## src/rtl/uart_tx_image_pkg.sv

```systemverilog
// Shared definitions for the image transmitter: frame/sequencer state
// encodings and default frame geometry (also used by the receive path).
package uart_tx_image_pkg;

  localparam int DATA_TICKS_DEF = 16;  // oversample ticks per bit period
  localparam int BITS_DEF       = 8;   // data bits per frame
  localparam int TICK_CNT_W     = 5;   // tick counter width, counts 1..DATA_TICKS

  // Serial frame phases of the byte engine
  typedef enum logic [1:0] {
    IDLE  = 2'b00,
    START = 2'b01,
    DATA  = 2'b10,
    STOP  = 2'b11
  } frame_state_t;

  // Image sequencer phases
  typedef enum logic [1:0] {
    S_IDLE  = 2'b00,
    S_FETCH = 2'b01,
    S_LOAD  = 2'b10,
    S_WAIT  = 2'b11
  } seq_state_t;

endpackage

```

## src/rtl/uart_tx_byte.sv

```systemverilog
// Byte engine: serialises one byte as 8N1, LSB first. Bit timing is counted
// in baud ticks only, so holding ticks low freezes the whole frame.
module uart_tx_byte
  import uart_tx_image_pkg::*;
#(
  parameter int DATA_TICKS = DATA_TICKS_DEF,
  parameter int BITS       = BITS_DEF
) (
  input  logic       clk,
  input  logic       rst,
  input  logic       ticks,
  input  logic       load,
  input  logic [7:0] din,
  output logic       Tx,
  output logic       ready,
  output logic       Tx_done
);

  localparam int IDX_W = (BITS > 1) ? $clog2(BITS) : 1;
  localparam logic [TICK_CNT_W-1:0] CNT_LAST = TICK_CNT_W'(DATA_TICKS);
  localparam logic [TICK_CNT_W-1:0] CNT_ONE  = TICK_CNT_W'(1);
  localparam logic [IDX_W-1:0]      IDX_LAST = IDX_W'(BITS - 1);
  localparam logic [IDX_W-1:0]      IDX_ONE  = IDX_W'(1);

  frame_state_t          state_reg, state_next;
  logic [TICK_CNT_W-1:0] cnt_reg, cnt_next;
  logic [IDX_W-1:0]      idx_reg, idx_next;
  logic [IDX_W-1:0]      idx_inc;
  logic [7:0]            data_reg, data_next;
  logic                  tx_reg, tx_next;
  logic                  done_reg, done_next;

  // Frame state, counters and the registered line/pulse outputs
  always_ff @(posedge clk) begin
    if (rst) begin
      state_reg <= IDLE;
      cnt_reg   <= '0;
      idx_reg   <= '0;
      data_reg  <= '0;
      tx_reg    <= 1'b1;
      done_reg  <= 1'b0;
    end else begin
      state_reg <= state_next;
      cnt_reg   <= cnt_next;
      idx_reg   <= idx_next;
      data_reg  <= data_next;
      tx_reg    <= tx_next;
      done_reg  <= done_next;
    end
  end

  assign idx_inc = idx_reg + IDX_ONE;

  // Next-state: each phase lasts DATA_TICKS ticks; the counter restarts at 1
  always_comb begin
    state_next = state_reg;
    cnt_next   = cnt_reg;
    idx_next   = idx_reg;
    data_next  = data_reg;
    tx_next    = tx_reg;
    done_next  = 1'b0;
    case (state_reg)
      IDLE: begin
        tx_next = 1'b1;
        if (load) begin
          data_next  = din;
          tx_next    = 1'b0;
          cnt_next   = CNT_ONE;
          state_next = START;
        end
      end
      START: begin
        if (ticks) begin
          if (cnt_reg == CNT_LAST) begin
            cnt_next   = CNT_ONE;
            idx_next   = '0;
            tx_next    = data_reg[0];
            state_next = DATA;
          end else begin
            cnt_next = cnt_reg + CNT_ONE;
          end
        end
      end
      DATA: begin
        if (ticks) begin
          if (cnt_reg == CNT_LAST) begin
            cnt_next = CNT_ONE;
            if (idx_reg == IDX_LAST) begin
              tx_next    = 1'b1;
              state_next = STOP;
            end else begin
              idx_next = idx_inc;
              tx_next  = data_reg[idx_inc];
            end
          end else begin
            cnt_next = cnt_reg + CNT_ONE;
          end
        end
      end
      STOP: begin
        if (ticks) begin
          if (cnt_reg == CNT_LAST) begin
            cnt_next   = '0;
            done_next  = 1'b1;
            state_next = IDLE;
          end else begin
            cnt_next = cnt_reg + CNT_ONE;
          end
        end
      end
      default: state_next = IDLE;
    endcase
  end

  assign Tx      = tx_reg;
  assign Tx_done = done_reg;
  assign ready   = (state_reg == IDLE);

endmodule

```

## src/rtl/uart_tx_image.sv

```systemverilog
// Image transmitter: walks the image BRAM from address 0 to NUM_BYTES-1 and
// hands each byte to the byte engine, pulsing img_done after the last one.
module uart_tx_image
  import uart_tx_image_pkg::*;
#(
  parameter int DATA_TICKS = DATA_TICKS_DEF,
  parameter int BITS       = BITS_DEF,
  parameter int NUM_BYTES  = 784,
  parameter int ADDR_W     = 10
) (
  input  logic              clk,
  input  logic              rst,
  input  logic              ticks,
  input  logic              start,
  output logic [ADDR_W-1:0] addr_b,
  input  logic [7:0]        data_ram,
  output logic              Tx,
  output logic              busy,
  output logic              Tx_done,
  output logic              img_done
);

  localparam logic [ADDR_W-1:0] LAST_ADDR = ADDR_W'(NUM_BYTES - 1);
  localparam logic [ADDR_W-1:0] ADDR_ONE  = ADDR_W'(1);

  seq_state_t        state_reg, state_next;
  logic [ADDR_W-1:0] addr_reg, addr_next;
  logic              busy_reg, busy_next;
  logic              byte_load;
  logic              byte_ready;
  logic              byte_done;

  uart_tx_byte #(
    .DATA_TICKS (DATA_TICKS),
    .BITS       (BITS)
  ) u_tx_byte (
    .clk     (clk),
    .rst     (rst),
    .ticks   (ticks),
    .load    (byte_load),
    .din     (data_ram),
    .Tx      (Tx),
    .ready   (byte_ready),
    .Tx_done (byte_done)
  );

  // Sequencer state, read address and busy flag
  always_ff @(posedge clk) begin
    if (rst) begin
      state_reg <= S_IDLE;
      addr_reg  <= '0;
      busy_reg  <= 1'b0;
    end else begin
      state_reg <= state_next;
      addr_reg  <= addr_next;
      busy_reg  <= busy_next;
    end
  end

  // Next-state: fetch, load, wait for the byte to finish, then advance or wrap
  always_comb begin
    state_next = state_reg;
    addr_next  = addr_reg;
    busy_next  = busy_reg;
    byte_load  = 1'b0;
    img_done   = 1'b0;
    case (state_reg)
      S_IDLE: begin
        if (start) begin
          busy_next  = 1'b1;
          addr_next  = '0;
          state_next = S_FETCH;
        end
      end
      // BRAM data for addr_reg appears one clk after the address settles
      S_FETCH: state_next = S_LOAD;
      S_LOAD: begin
        if (byte_ready) begin
          byte_load  = 1'b1;
          state_next = S_WAIT;
        end
      end
      S_WAIT: begin
        if (byte_done) begin
          if (addr_reg == LAST_ADDR) begin
            img_done   = 1'b1;
            busy_next  = 1'b0;
            addr_next  = '0;
            state_next = S_IDLE;
          end else begin
            addr_next  = addr_reg + ADDR_ONE;
            state_next = S_FETCH;
          end
        end
      end
      default: state_next = S_IDLE;
    endcase
  end

  assign addr_b  = addr_reg;
  assign busy    = busy_reg;
  assign Tx_done = byte_done;

endmodule

```

## config.mk

```make
export PLATFORM = sky130hd
export DESIGN_NAME = uart_tx_image
export DESIGN_NICKNAME = d
export VERILOG_FILES = /design/src/rtl/uart_tx_image_pkg.sv /design/src/rtl/uart_tx_byte.sv /design/src/rtl/uart_tx_image.sv
export SDC_FILE = /design/constraint.sdc
export NUM_CORES = 1
export LEC_CHECK = 0
export ABC_AREA = 1
export BUFFER_PORTS_ARGS = -buffer_cell sky130_fd_sc_hd__buf_2
export CELL_PAD_IN_SITES_DETAIL_PLACEMENT = 0
export CELL_PAD_IN_SITES_GLOBAL_PLACEMENT = 1
export CORE_MARGIN = 2
export CORE_UTILIZATION = 45
export CTS_BUF_LIST = sky130_fd_sc_hd__clkbuf_4
export DETAILED_ROUTE_END_ITERATION = 8
export PLACE_DENSITY_LB_ADDON = 0.2
export SETUP_SLACK_MARGIN = 0.4
export SLEW_MARGIN = 40
export SYNTH_ARGS = -nofsm -noshare
export SYNTH_HDL_FRONTEND = slang
export SYNTH_SLANG_ARGS = --single-unit
```

## constraint.sdc

```tcl
create_clock -name clk -period 3 [get_ports clk]
set_clock_uncertainty 0.2 [all_clocks]
set_input_delay 0.6 -clock clk [delete_from_list [all_inputs] [get_ports clk]]
set_output_delay 0.6 -clock clk [all_outputs]
set_load 0.05 [all_outputs]
```

* Word-level counts from Yosys, hierarchy flattened
Cells that the tools add are included.
Storage, ports and cells: word-level logic and storage cells 102, bits in registers 33, output and inout bits 14, bits of input ports 12
Cells by class: bitwise gates (word level) 2, $lt $le $gt $ge 1, equality and inequality tests 23, add/sub/neg operators 3, reductions and logical operators 15, mux-type cells 49
Operators with widths (count):
- $mux 10 | 3
- $mux 5 | 5
- $mux 2 | 11
- $pmux 10 s2 | 1
- $mux 1 | 17
- $ne 2x2->1 const B | 8
- $pmux 2 s4 | 2
- $mux 3 | 5
- $pmux 5 s3 | 1
- $ne 2x1->1 const B | 6
- $add 10x1->10 const B | 1
- $eq 10x10->1 const B | 1
- $reduce_and 3->1 | 3
- $eq 2x2->1 const B | 4
- $reduce_and 8->1 | 1
- $pmux 3 s2 | 1
- $reduce_and 6->1 | 1
- $add 5x1->5 const B | 1
- $eq 5x5->1 const B | 1
- $reduce_and 5->1 | 1
- $eq 2x1->1 const B | 2
- $logic_not 2->1 | 2
- $lt 3x4->1 const B | 1
- $reduce_and 4->1 | 1
- other kinds (11) | 13

* Longest topological paths before layout
depth in word-level cells 7, mapped depth 10, mapped depth without buffers 10

* Hierarchy
From an unflattened synthesis, not the netlist that was laid out.
Second synthesis, totals: cells, all modules 278, area total of the unflattened synthesis 1940.6 um^2
By module, submodules not included:
- uart_tx_byte | cells an instance 166, instances 1, area each 1172.4 um^2, sequential area each 400.4 um^2
- uart_tx_image | cells an instance 112, instances 1, area each 768.2 um^2, sequential area each 260.2 um^2

* Least setup slack after synthesis
OpenSTA, ideal clock, no wires.
path kind reg-to-output, start point register addr_reg[0] (netlist: addr_b[0]), end point output port img_done, path slack -96 ps, required time 2200 ps, cell stages (with the launch flop) 6, buffers on the path 0, arrival 2296 ps, cells stage by stage dfxtp_1 > ha_1 > nand2_1 > nor2_1 > nand4_1 > nor3_1
Between the ends: longest elaborated chain between the ends 4
RTL lines:
- from (decl) | line uart_tx_image.sv:27 | logic [ADDR_W-1:0] addr_reg, addr_next;
- from (signal assigned) | line uart_tx_image.sv:55 | addr_reg <= addr_next;
- $eq 10x10->1 | line uart_tx_image.sv:85 | if (addr_reg == LAST_ADDR) begin
- $mux 1 | line uart_tx_image.sv:85
- $mux 1 | line uart_tx_image.sv:84 | if (byte_done) begin
- $mux 1 | line uart_tx_image.sv:67 | case (state_reg)
- to (decl) | line uart_tx_image.sv:20 | output logic img_done
Every way passes these cells.

* Final worst setup path
Ends and elaborated chain as after synthesis.

==> results.tsv <==
metric	value	unit
outcome	completed	
async_reset_ff_share	0	%
core	3970	µm²
worst_pin_slew	387	ps
synth_fa_ha_area_share	8.10	%
final_net_count	315	
initialDrtViolationCount	72	
seq_area	666	µm²
clkSinkCount	33	
wire_per_inst	11.6	µm
ctsHoldBuffers	0	
clock_latency	330	ps
synth_commonest_cells	inv_1, nor2_1, nand2_1	
drt_wl_total	3.98	mm
drc	0	
met1_length	1.88	mm
tritoncts	yes	
fin_ws	561	ps
vdd_drop_max	0.000477	V
cp-start-kind	flop	
slew_viol_final	0	
hold_class	flop to flop	
synthTopCellsByArea	dfxtp_1, ha_1, inv_1	
rsz0062_at_grt	no	
multi_input_area	1040	µm²
antenna_found_initial	0	
synth_cells	262	
end_kind	output port	
fmax	410	MHz
drive_above_1_share	17.5	%
area_growth	15.9	%
die_w	68.2	µm
grt_pass1_wl	6.73	mm
synthMostInstantiatedCell	inv_1	
setup_tns	0	ps
synth_area_per_cell	7.07	µm²
grt_max_degree	18	
synthMuxAreaShare	0	%
syn_area	1850	µm²
grtUsageTotal	19.5	%
ys_types	27	
postPlaceCellArea	2040	µm²
synth_top_area_share	35.7	%
power_density	799	nW/µm²
path_clk_slew	110	ps
wl_met3	170	µm
leakagePower	0.967	nW
power_frac_comb	46.9	%
worstSetupPathType	flop to output port	
swShare	43.9	%
synth-edff-count	0	
clkPwrFrac	19.5	%
dp_slack	812	ps
critPathMaxFanout	5	
ys.flop_type	dfxtp_1	
syn_nets	286	
met2RoutedLength	1.86	mm
seq_area_frac_synth	35.7	%
ios	26	
cts_buffer_depth	2	
port_buffers	25	
grt-ovfl-total	0	
placementRows	23	
grt_pass1_vias	1548	
cap_violations	0	
cts-root-buf	clkbuf_4	
die-area	4650	µm²
seqPwrFrac	33.6	%
antenna_left	0	
finalHoldViolCount	0	
final_core_util	54.1	%
synth_compound_area_share	18.6	%
synth_xor_area_share	1.42	%
final_cells	342	
first_pass_iters	4	
r2r_slack	1100	ps
ys_ff_latch	33	
via_per_inst	5.04	
nFillCells	400	
largest_reg_flops	10	
place_inst	333	
yosys.area.top_type	dfxtp_1	
fin_crit_sh	81.3	%
final.min_clock_period	2440	ps
gp_congestion	0.801	
num_antenna_cells	0	
slew_headroom	74.2	%
start_util	46.7	%
ys_warn_count	0	
dp_hpwl	3.04	mm
final_cell_area	2150	µm²
power_switching	0.753	mW
num_vias	1722	
setup_violations	0	
top_layer_used	met4	
cp.arrival	1640	ps
yosys.area_share.simple	26.5	%
cts-htree-levels	2	
numCtsBuffers	5	
worstPathRequired	2200	ps
internal_power	0.962	mW
synth_top_family_by_area	simple AND/OR/NAND/NOR gates	
die_h	68.2	µm
[cells by family (layout without fill, tap and decap cells)]
family,after synthesis,after routing
fa+ha+maj,12,12
simple gates,106,106
buf+inv,46,76
xor+xnor,3,3
flops,33,33
compound gates,62,62
[stage by stage]
stage                     hold WS, ps  total power [mW]
final                             264              1.71
after global routing              279              1.89
after CTS                         268              1.73
after detailed placement          251              1.39
after global placement            244              1.39
after floorplan                   229              1.22
[power groups by stage]
| stage | registers [mW] | logic (mW) | clock network, mW |
|---|---|---|---|
| floorplan | 0.608 | 0.614 | 0 |
| global placement | 0.583 | 0.808 | 0 |
| detailed placement | 0.585 | 0.806 | 0 |
| CTS | 0.575 | 0.808 | 0.352 |
| global route | 0.588 | 0.931 | 0.374 |
| finish | 0.576 | 0.804 | 0.335 |
[placed cells by master (no fill, tap or decap)]
cell type / instances
nand3_2: 1
buf_4: 1
clkbuf_4: 6
o211ai_1: 2
nand2_2: 1
nor3_4: 1
a211oi_1: 3
o21ai_1: 1
nor3_2: 1
a21oi_1: 26
bufinv_16: 1
xor2_1: 3
nor2_1: 38
dfxtp_1: 31
a31o_2: 1
a221oi_1: 1
ha_4: 1
inv_1: 40
nand2_1: 37
nand4_1: 7
a31oi_1: 2
buf_2: 24
o21ai_0: 24
dfxtp_4: 1
inv_2: 1
ha_1: 11
nand2_4: 5
o21ai_4: 1
dfxtp_2: 1
nor2_2: 2
o22ai_1: 1
nand3_1: 9
inv_8: 1
clkinv_1: 1
nor3_1: 4
buf_6: 1
[cell type report]
type                            instances  area share [%]
Clock buffer                            6            2.10
Clock inverter                          2            1.57
Inverter                               42            7.69
Multi-Input combinational cell        183            48.3
Sequential cell                        33            31.0
Tap cell                               50            2.91
Timing Repair Buffer                   26            6.47
[critical path: stages (launching register included)]
cell and delay, ps:
dfxtp_4 390, ha_4 130, nand2_1 70, nor2_1 90, nand4_1 210, nor3_4 240, buf_6 180
[routing by layer]
metal  track usage [%]  up-vias
met3              5.76        5
met2              32.2       28
li1                  -      919
met5                 0        -
met1              23.7      770
met4              8.00        0
[path summary, 6_finish.rpt]
| check | startpoint | to | cells past startpoint |
|---|---|---|---|
| min | u_tx_byte.data_reg[2] | u_tx_byte.data_reg[2] | 2 |
| max reg2reg | u_tx_byte.state_reg[0] | u_tx_byte.cnt_reg[2] | 9 |
| min reg2reg | u_tx_byte.data_reg[2] | u_tx_byte.data_reg[2] | 2 |
| max | addr_b[0] | img_done | 6 |
[what timing repair did]
action                     CTS  global route
setup endpoints to repair    0             1
buffers inserted             0             1
gates resized for setup      0             8
Note: power is estimated with default switching activity, not from simulation.
